`src/rtl/udp_pkt_framer_mc.sv`:
```
// rtl/udp_pkt_framer_mc.sv - multi-channel round-robin UDP packet framer
// Header, payload and XOR trailer are emitted from registered outputs in one unbroken burst.
module udp_pkt_framer_mc #(
    parameter int          NUM_CH        = 2,
    parameter int          PAYLOAD_WORDS = 512,
    parameter int          RD_USEDW_W    = 14,
    parameter int          WR_USEDW_W    = 13,
    parameter int          WR_HIGH_MARK  = 3000,
    parameter logic [15:0] HDR_MAGIC     = 16'h7DA3,
    parameter bit          SWAP_BYTES    = 1'b1
) (
    input  logic                         clk,
    input  logic                         RST,
    input  logic                         begin_work,
    input  logic                         packet_start,
    input  logic                         abort,
    input  logic [31:0]                  cnt_init,
    input  logic [15:0]                  frame_length,
    input  logic [NUM_CH*RD_USEDW_W-1:0] rd_usedw,
    input  logic [NUM_CH*16-1:0]         data_in,
    output logic [NUM_CH-1:0]            rden,
    input  logic [WR_USEDW_W-1:0]        wr_usedw,
    output logic [15:0]                  data_out,
    output logic                         wren,
    output logic                         sop,
    output logic                         eop,
    output logic                         busy,
    output logic                         frame_done
);

    localparam logic [2:0] S_IDLE  = 3'd0;
    localparam logic [2:0] S_ARMED = 3'd1;
    localparam logic [2:0] S_ARB   = 3'd2;
    localparam logic [2:0] S_SEND  = 3'd3;
    localparam logic [2:0] S_GAP   = 3'd4;
    localparam logic [2:0] S_DONE  = 3'd5;

    localparam logic [RD_USEDW_W-1:0] RD_MIN  = RD_USEDW_W'(PAYLOAD_WORDS);
    localparam logic [WR_USEDW_W-1:0] WR_MARK = WR_USEDW_W'(WR_HIGH_MARK);
    localparam logic [12:0] C_RD_FIRST = 13'd3;
    localparam logic [12:0] C_RD_LAST  = 13'(PAYLOAD_WORDS + 2);
    localparam logic [12:0] C_PL_FIRST = 13'd5;
    localparam logic [12:0] C_PL_LAST  = 13'(PAYLOAD_WORDS + 4);
    localparam logic [12:0] C_TRL      = 13'(PAYLOAD_WORDS + 5);

    logic [2:0]        state_q, state_d;
    logic              bw_s1_q, bw_s2_q;
    logic              ps_s1_q, ps_s2_q, ps_s3_q;
    logic [1:0]        ch_q, ch_d, ptr_q, ptr_d;
    logic [12:0]       cnt_q, cnt_d;
    logic [15:0]       xsum_q, xsum_d;
    logic [31:0]       seq_q [NUM_CH];
    logic [31:0]       seq_d [NUM_CH];
    logic [15:0]       pkt_q [NUM_CH];
    logic [15:0]       pkt_d [NUM_CH];
    logic [15:0]       data_out_q, data_out_d;
    logic              wren_q, wren_d, sop_q, sop_d, eop_q, eop_d;
    logic              busy_q, busy_d, frame_done_q, frame_done_d;
    logic [NUM_CH-1:0] rden_q, rden_d;

    logic [3:0]  elig;
    logic        all_done, sel_found, ps_rise, rd_win;
    logic [1:0]  sel_ch, cand;
    logic [15:0] cur_data, cur_pkt, word;
    logic [31:0] cur_seq;

    function automatic logic [15:0] swap16(input logic [15:0] w);
        return SWAP_BYTES ? {w[7:0], w[15:8]} : w;
    endfunction

    assign ps_rise = ps_s2_q & ~ps_s3_q;

    always_comb begin
        elig     = 4'b0;
        all_done = 1'b1;
        cur_data = 16'd0;
        cur_pkt  = 16'd0;
        cur_seq  = 32'd0;
        for (int c = 0; c < NUM_CH; c++) begin
            elig[c] = (rd_usedw[c*RD_USEDW_W +: RD_USEDW_W] >= RD_MIN) &&
                      (pkt_q[c] < frame_length) && (wr_usedw < WR_MARK);
            if (pkt_q[c] != frame_length) all_done = 1'b0;
            if (ch_q == 2'(c)) begin
                cur_data = data_in[c*16 +: 16];
                cur_pkt  = pkt_q[c];
                cur_seq  = seq_q[c];
            end
        end
    end

    // Search starts one past the last served channel so every channel gets a turn.
    always_comb begin
        sel_found = 1'b0;
        sel_ch    = 2'd0;
        cand      = 2'd0;
        for (int i = 1; i <= NUM_CH; i++) begin
            cand = 2'((int'(ptr_q) + i) % NUM_CH);
            if (!sel_found && elig[cand]) begin
                sel_found = 1'b1;
                sel_ch    = cand;
            end
        end
    end

    always_comb begin
        case (cnt_q)
            13'd0:   word = HDR_MAGIC;
            13'd1:   word = cur_pkt;
            13'd2:   word = cur_seq[31:16];
            13'd3:   word = cur_seq[15:0];
            13'd4:   word = {14'd0, ch_q};
            default: word = (cnt_q == C_TRL) ? xsum_q : cur_data;
        endcase
    end

    // rden is registered with data_out, so it rises while idx3 is on the bus and q lands at idx5.
    assign rd_win = (cnt_q >= C_RD_FIRST) && (cnt_q <= C_RD_LAST);

    always_comb begin
        state_d      = state_q;
        ch_d         = ch_q;
        ptr_d        = ptr_q;
        cnt_d        = cnt_q;
        xsum_d       = xsum_q;
        seq_d        = seq_q;
        pkt_d        = pkt_q;
        data_out_d   = 16'd0;
        wren_d       = 1'b0;
        sop_d        = 1'b0;
        eop_d        = 1'b0;
        frame_done_d = 1'b0;
        rden_d       = '0;
        case (state_q)
            S_IDLE: if (bw_s2_q) state_d = S_ARMED;
            S_ARMED: begin
                if (ps_rise) begin
                    for (int c = 0; c < NUM_CH; c++) begin
                        seq_d[c] = cnt_init;
                        pkt_d[c] = 16'd0;
                    end
                    state_d = S_ARB;
                end
            end
            S_ARB: begin
                if (sel_found) begin
                    ch_d    = sel_ch;
                    cnt_d   = 13'd0;
                    xsum_d  = 16'd0;
                    state_d = S_SEND;
                end else if (all_done) begin
                    state_d = S_DONE;
                end
            end
            S_SEND: begin
                wren_d     = 1'b1;
                data_out_d = swap16(word);
                sop_d      = (cnt_q == 13'd0);
                eop_d      = (cnt_q == C_TRL);
                for (int c = 0; c < NUM_CH; c++) rden_d[c] = rd_win && (ch_q == 2'(c));
                if ((cnt_q >= C_PL_FIRST) && (cnt_q <= C_PL_LAST)) xsum_d = xsum_q ^ cur_data;
                if (cnt_q == C_TRL) state_d = S_GAP;
                else                cnt_d   = cnt_q + 13'd1;
            end
            S_GAP: begin
                for (int c = 0; c < NUM_CH; c++) begin
                    if (ch_q == 2'(c)) begin
                        seq_d[c] = seq_q[c] + 32'd1;
                        pkt_d[c] = pkt_q[c] + 16'd1;
                    end
                end
                ptr_d   = ch_q;
                state_d = S_ARB;
            end
            S_DONE: begin
                frame_done_d = 1'b1;
                state_d      = S_IDLE;
            end
            default: state_d = S_IDLE;
        endcase
        if (abort) begin
            state_d      = S_IDLE;
            data_out_d   = 16'd0;
            wren_d       = 1'b0;
            sop_d        = 1'b0;
            eop_d        = 1'b0;
            frame_done_d = 1'b0;
            rden_d       = '0;
        end
        busy_d = (state_d != S_IDLE) && (state_d != S_ARMED);
    end

    always_ff @(posedge clk or posedge RST) begin
        if (RST) begin
            state_q      <= S_IDLE;
            bw_s1_q      <= 1'b0;
            bw_s2_q      <= 1'b0;
            ps_s1_q      <= 1'b0;
            ps_s2_q      <= 1'b0;
            ps_s3_q      <= 1'b0;
            ch_q         <= 2'd0;
            ptr_q        <= 2'd0;
            cnt_q        <= 13'd0;
            xsum_q       <= 16'd0;
            for (int c = 0; c < NUM_CH; c++) begin
                seq_q[c] <= 32'd0;
                pkt_q[c] <= 16'd0;
            end
            data_out_q   <= 16'd0;
            wren_q       <= 1'b0;
            sop_q        <= 1'b0;
            eop_q        <= 1'b0;
            busy_q       <= 1'b0;
            frame_done_q <= 1'b0;
            rden_q       <= '0;
        end else begin
            state_q      <= state_d;
            bw_s1_q      <= begin_work;
            bw_s2_q      <= bw_s1_q;
            ps_s1_q      <= packet_start;
            ps_s2_q      <= ps_s1_q;
            ps_s3_q      <= ps_s2_q;
            ch_q         <= ch_d;
            ptr_q        <= ptr_d;
            cnt_q        <= cnt_d;
            xsum_q       <= xsum_d;
            seq_q        <= seq_d;
            pkt_q        <= pkt_d;
            data_out_q   <= data_out_d;
            wren_q       <= wren_d;
            sop_q        <= sop_d;
            eop_q        <= eop_d;
            busy_q       <= busy_d;
            frame_done_q <= frame_done_d;
            rden_q       <= rden_d;
        end
    end

    assign data_out   = data_out_q;
    assign wren       = wren_q;
    assign sop        = sop_q;
    assign eop        = eop_q;
    assign busy       = busy_q;
    assign frame_done = frame_done_q;
    assign rden       = rden_q;

endmodule

```
`config.mk`:
```
export PLATFORM = sky130hd
export DESIGN_NAME = udp_pkt_framer_mc
export DESIGN_NICKNAME = d
export VERILOG_FILES = /design/src/rtl/udp_pkt_framer_mc.sv
export SDC_FILE = /design/constraint.sdc
export NUM_CORES = 1
export LEC_CHECK = 0
export CORE_MARGIN = 5
export CORE_UTILIZATION = 25
export CTS_CLUSTER_SIZE = 14
export DETAILED_ROUTE_END_ITERATION = 6
export PLACE_DENSITY = 0.51
export SLEW_MARGIN = 20
export SYNTH_ARGS = -nofsm -noshare
export SYNTH_HDL_FRONTEND = slang
export SYNTH_SLANG_ARGS = --single-unit
```
`constraint.sdc`:
```
create_clock -name clk -period 12 [get_ports clk]
set_input_delay 1.2 -clock clk [delete_from_list [all_inputs] [get_ports clk]]
set_output_delay 1.2 -clock clk [all_outputs]
set_load 0.02 [all_outputs]
```
==> out/metrics.cfg <==
[outcome]
outcome = completed

[clock_network]
cts_tree = done
numCtsBuffers = 17
cts_max_level = 4
clock_latency_ps = 440
cts-resized-gates = 0
cts_num_sinks = 158
cts.clk_slew.worst_paths_ps = 70
clock_path_buffers = 2
cts-root-buf = clkbuf_16
ctsHoldBuffers = 0
cts_setup_buffers = 0

[route]
avgViaCountPerCell = 5.11
drc = 0
antenna_left = 0
wire_per_inst_um = 18.9
vias = 9249
routed_wl_mm = 34.3
drt_pre_antenna_iters = 5
drt_iter0_drc = 730

[sta]
fin_skew_ps = 17.9
hold_viol = 0
final_max_slew_viol_count = 0
grt_setup_unrepaired = no
holdWs_ps = 351
maxSlewHeadroom_pct = 33.0
totalNegativeSetupSlack_ps = 0
min_period_ps = 4060
setup_viol = 0
max_clock_freq_ghz = 0.246
finalCritPeriodShare_pct = 33.9
worst_pin_slew_ps = 1000

[synthesis]
synth_flop_cell = dfrtp_1
synth_warnings = 0
syn_nets = 1341
yosysSeqAreaShare_pct = 39.7
synth-edff-count = 0
ys_seq_elements = 158
synth-async-reset-ratio_pct = 100
synth_cells = 1175
synthesis.area_mm2 = 0.00996
avgSynthCellArea_um2 = 8.47
ys_types = 67

[critical_path]
end_kind = flop
critPathKind = in -> reg
worstPathCellList = clkdlybuf4s50_1, inv_1, ha_1, nand4_1, nor4_1, a21boi_0, and4b_1, a211oi_2, o21ai_0, a21oi_1
max_stage_delay_ps = 840
critPathLaunchType = input pin
cpMaxStageDelayCell = a211oi_2
cp_data_required_time_ps = 12350
crit_arrival_ps = 4420
reg2regPathDepth = 8
cp_top_family = compound AO/OA/AOI/OAI gates
crit_buf_inv = 2
crit_fanout = 19
cp_num_cells = 10

[power_and_ir_drop]
clkPwrFrac_pct = 27.4
ir_worst_vdd_uv = 120
swShare_pct = 39.4
combPwrFrac_pct = 31.3
p_int_mw = 1.22
p_switching_mw = 0.794
seq_power_share_pct = 41.3
p_per_area_mw_per_mm2 = 164
p_leak_nw = 5.07

[placement]
dpl_cell_area_mm2 = 0.0117
dpl.hpwl_mm = 25.1
place.gp.congestion = 0.867
io_buffers = 127

[final_layout]
drive_above_1_share_pct = 5.14
final_design_area_no_fill_mm2 = 0.0123
num-nets-final = 1437
syn_to_final_growth_pct = 23.5
post-route-util_pct = 31.1
diodes = 0
n_fill_cell = 4209

[global_routing]
grt_max_degree = 104
grt_pass1_wl_mm = 54.0
antenna_found_initial = 0
grtUsageTotal_pct = 15.5
grt_pass1_vias = 9130
grt_overflow = 0

[worst_hold_path]
hold_depth = 0
hp-class = reg -> reg

[job]
max_cap_violations = 0

[floorplanning]
core-area_mm2 = 0.0395
fp.dieH_um = 210
std_cell_rows = 73
die_area_mm2 = 0.0439
die_w_um = 210
io_pins = 149
start_util_pct = 25.2

## flip-flops by register name, summed over array words and instances, names as in the netlist
register    cells
rden            2
bw_s1_q         1
ps_s1_q         1
xsum_q         16
state_q         3
cnt_q          13
wren            1
bw_s2_q         1
frame_done      1
ps_s3_q         1
ptr_q           1
data_out       16
seq_q          64
pkt_q          32
busy            1
sop             1
ch_q            1
ps_s2_q         1
eop             1
## routing by layer
metal,GRT usage [%],share of wire (%),vias to the layer above
met4,5.29,3.0,0
met3,3.65,5.2,55
li1,-,-,4496
met2,23.6,45,249
met1,21.7,47,4449
met5,0,0,-
## kinds of logic after synthesis
logic type,share of synthesized area (%)
simple gates,21.4
compound gates,22.0
flops,39.7
buf+inv,3.98
mux,4.85
fa+ha+maj,5.03
xor+xnor,3.08
## path summary, 6_finish.rpt
kind / startpoint / endpoint / slack (ps)
hold reg to reg: bw_s1_q$_DFF_PP0_ / bw_s2_q$_DFF_PP0_ / 350
hold / removal: bw_s1_q$_DFF_PP0_ / bw_s2_q$_DFF_PP0_ / 350
max in group asynchronous: RST / seq_q[61]$_DFFE_PP0P_ / 9410
min in group asynchronous: RST / data_out[11]$_DFF_PP0_ / 1320
setup reg to reg: pkt_q[31]$_DFFE_PP0P_ / cnt_q[12]$_DFFE_PP0P_ / 8690
setup / recovery: frame_length[15] / cnt_q[12]$_DFFE_PP0P_ / 7940
## cell usage after synthesis, drive strengths merged, types with 16 or more instances
cell type / instances / area share [%]
a21oi: 131 / 6.6
and3: 17 / 1.1
dfrtp: 158 / 40
nand4: 35 / 2.3
clkbuf: 48 / 1.8
inv: 35 / 1.3
xnor2: 18 / 1.6
mux2i: 46 / 4.6
or3: 25 / 1.6
o22ai: 31 / 1.9
nand2: 95 / 3.7
xor2: 17 / 1.5
nor2: 162 / 6.3
o21ai: 94 / 4.7
nand3: 43 / 2.2
a221oi: 16 / 1.4
nor3: 22 / 1.2
ha: 40 / 5.0
## cells in the final DEF, fill, tap and decap left out, types with 31 or more instances in the layout
master           Yosys  final
o21ai_0             94     94
ha_1                40     40
nand3_1             43     43
nand2_1             92     92
inv_1               35     34
o22ai_1             31     31
clkdlybuf4s50_1      0    127
a21oi_1            130    130
nand4_1             34     34
dfrtp_1            158    157
nor2_1             161    160
mux2i_1             46     46
## power groups by stage
stage	clock network (mW)	registers, mW	logic [mW]
floorplan	0	0.763	0.472
global placement	0	0.833	0.623
detailed placement	0	0.835	0.631
CTS	0.562	0.827	0.633
global route	0.584	0.853	0.692
finish	0.551	0.831	0.631
## per-stage QoR
step                cells  setup WS, ps  total power [mW]
floorplan            1175          6540              1.23
global placement     1777          7510              1.46
detailed placement   1777          7490              1.47
CTS                  1809          7910              2.02
global route         1809          7500              2.13
finish               1809          7940              2.01
## worst reg2reg max path, stage by stage (launching register included)
cell and delay [ps]:
dfrtp_1 480, ha_1 370, nand4_1 210, nor4_1 380, a21boi_0 240, and4b_1 290
a211oi_2 840, o21ai_0 240, a21oi_1 180
## final cells by class
type	instances	area, µm²	share of cell area, %
timing repair buffer	138	1350	11.0
clock inverter	14	144	1.17
sequential	158	3960	32.2
inverter	35	139	1.13
multi-input combinational	921	5610	45.6
clock buffer	18	439	3.57
tap	525	657	5.34
Note: power is estimated with default switching activity, not from simulation.
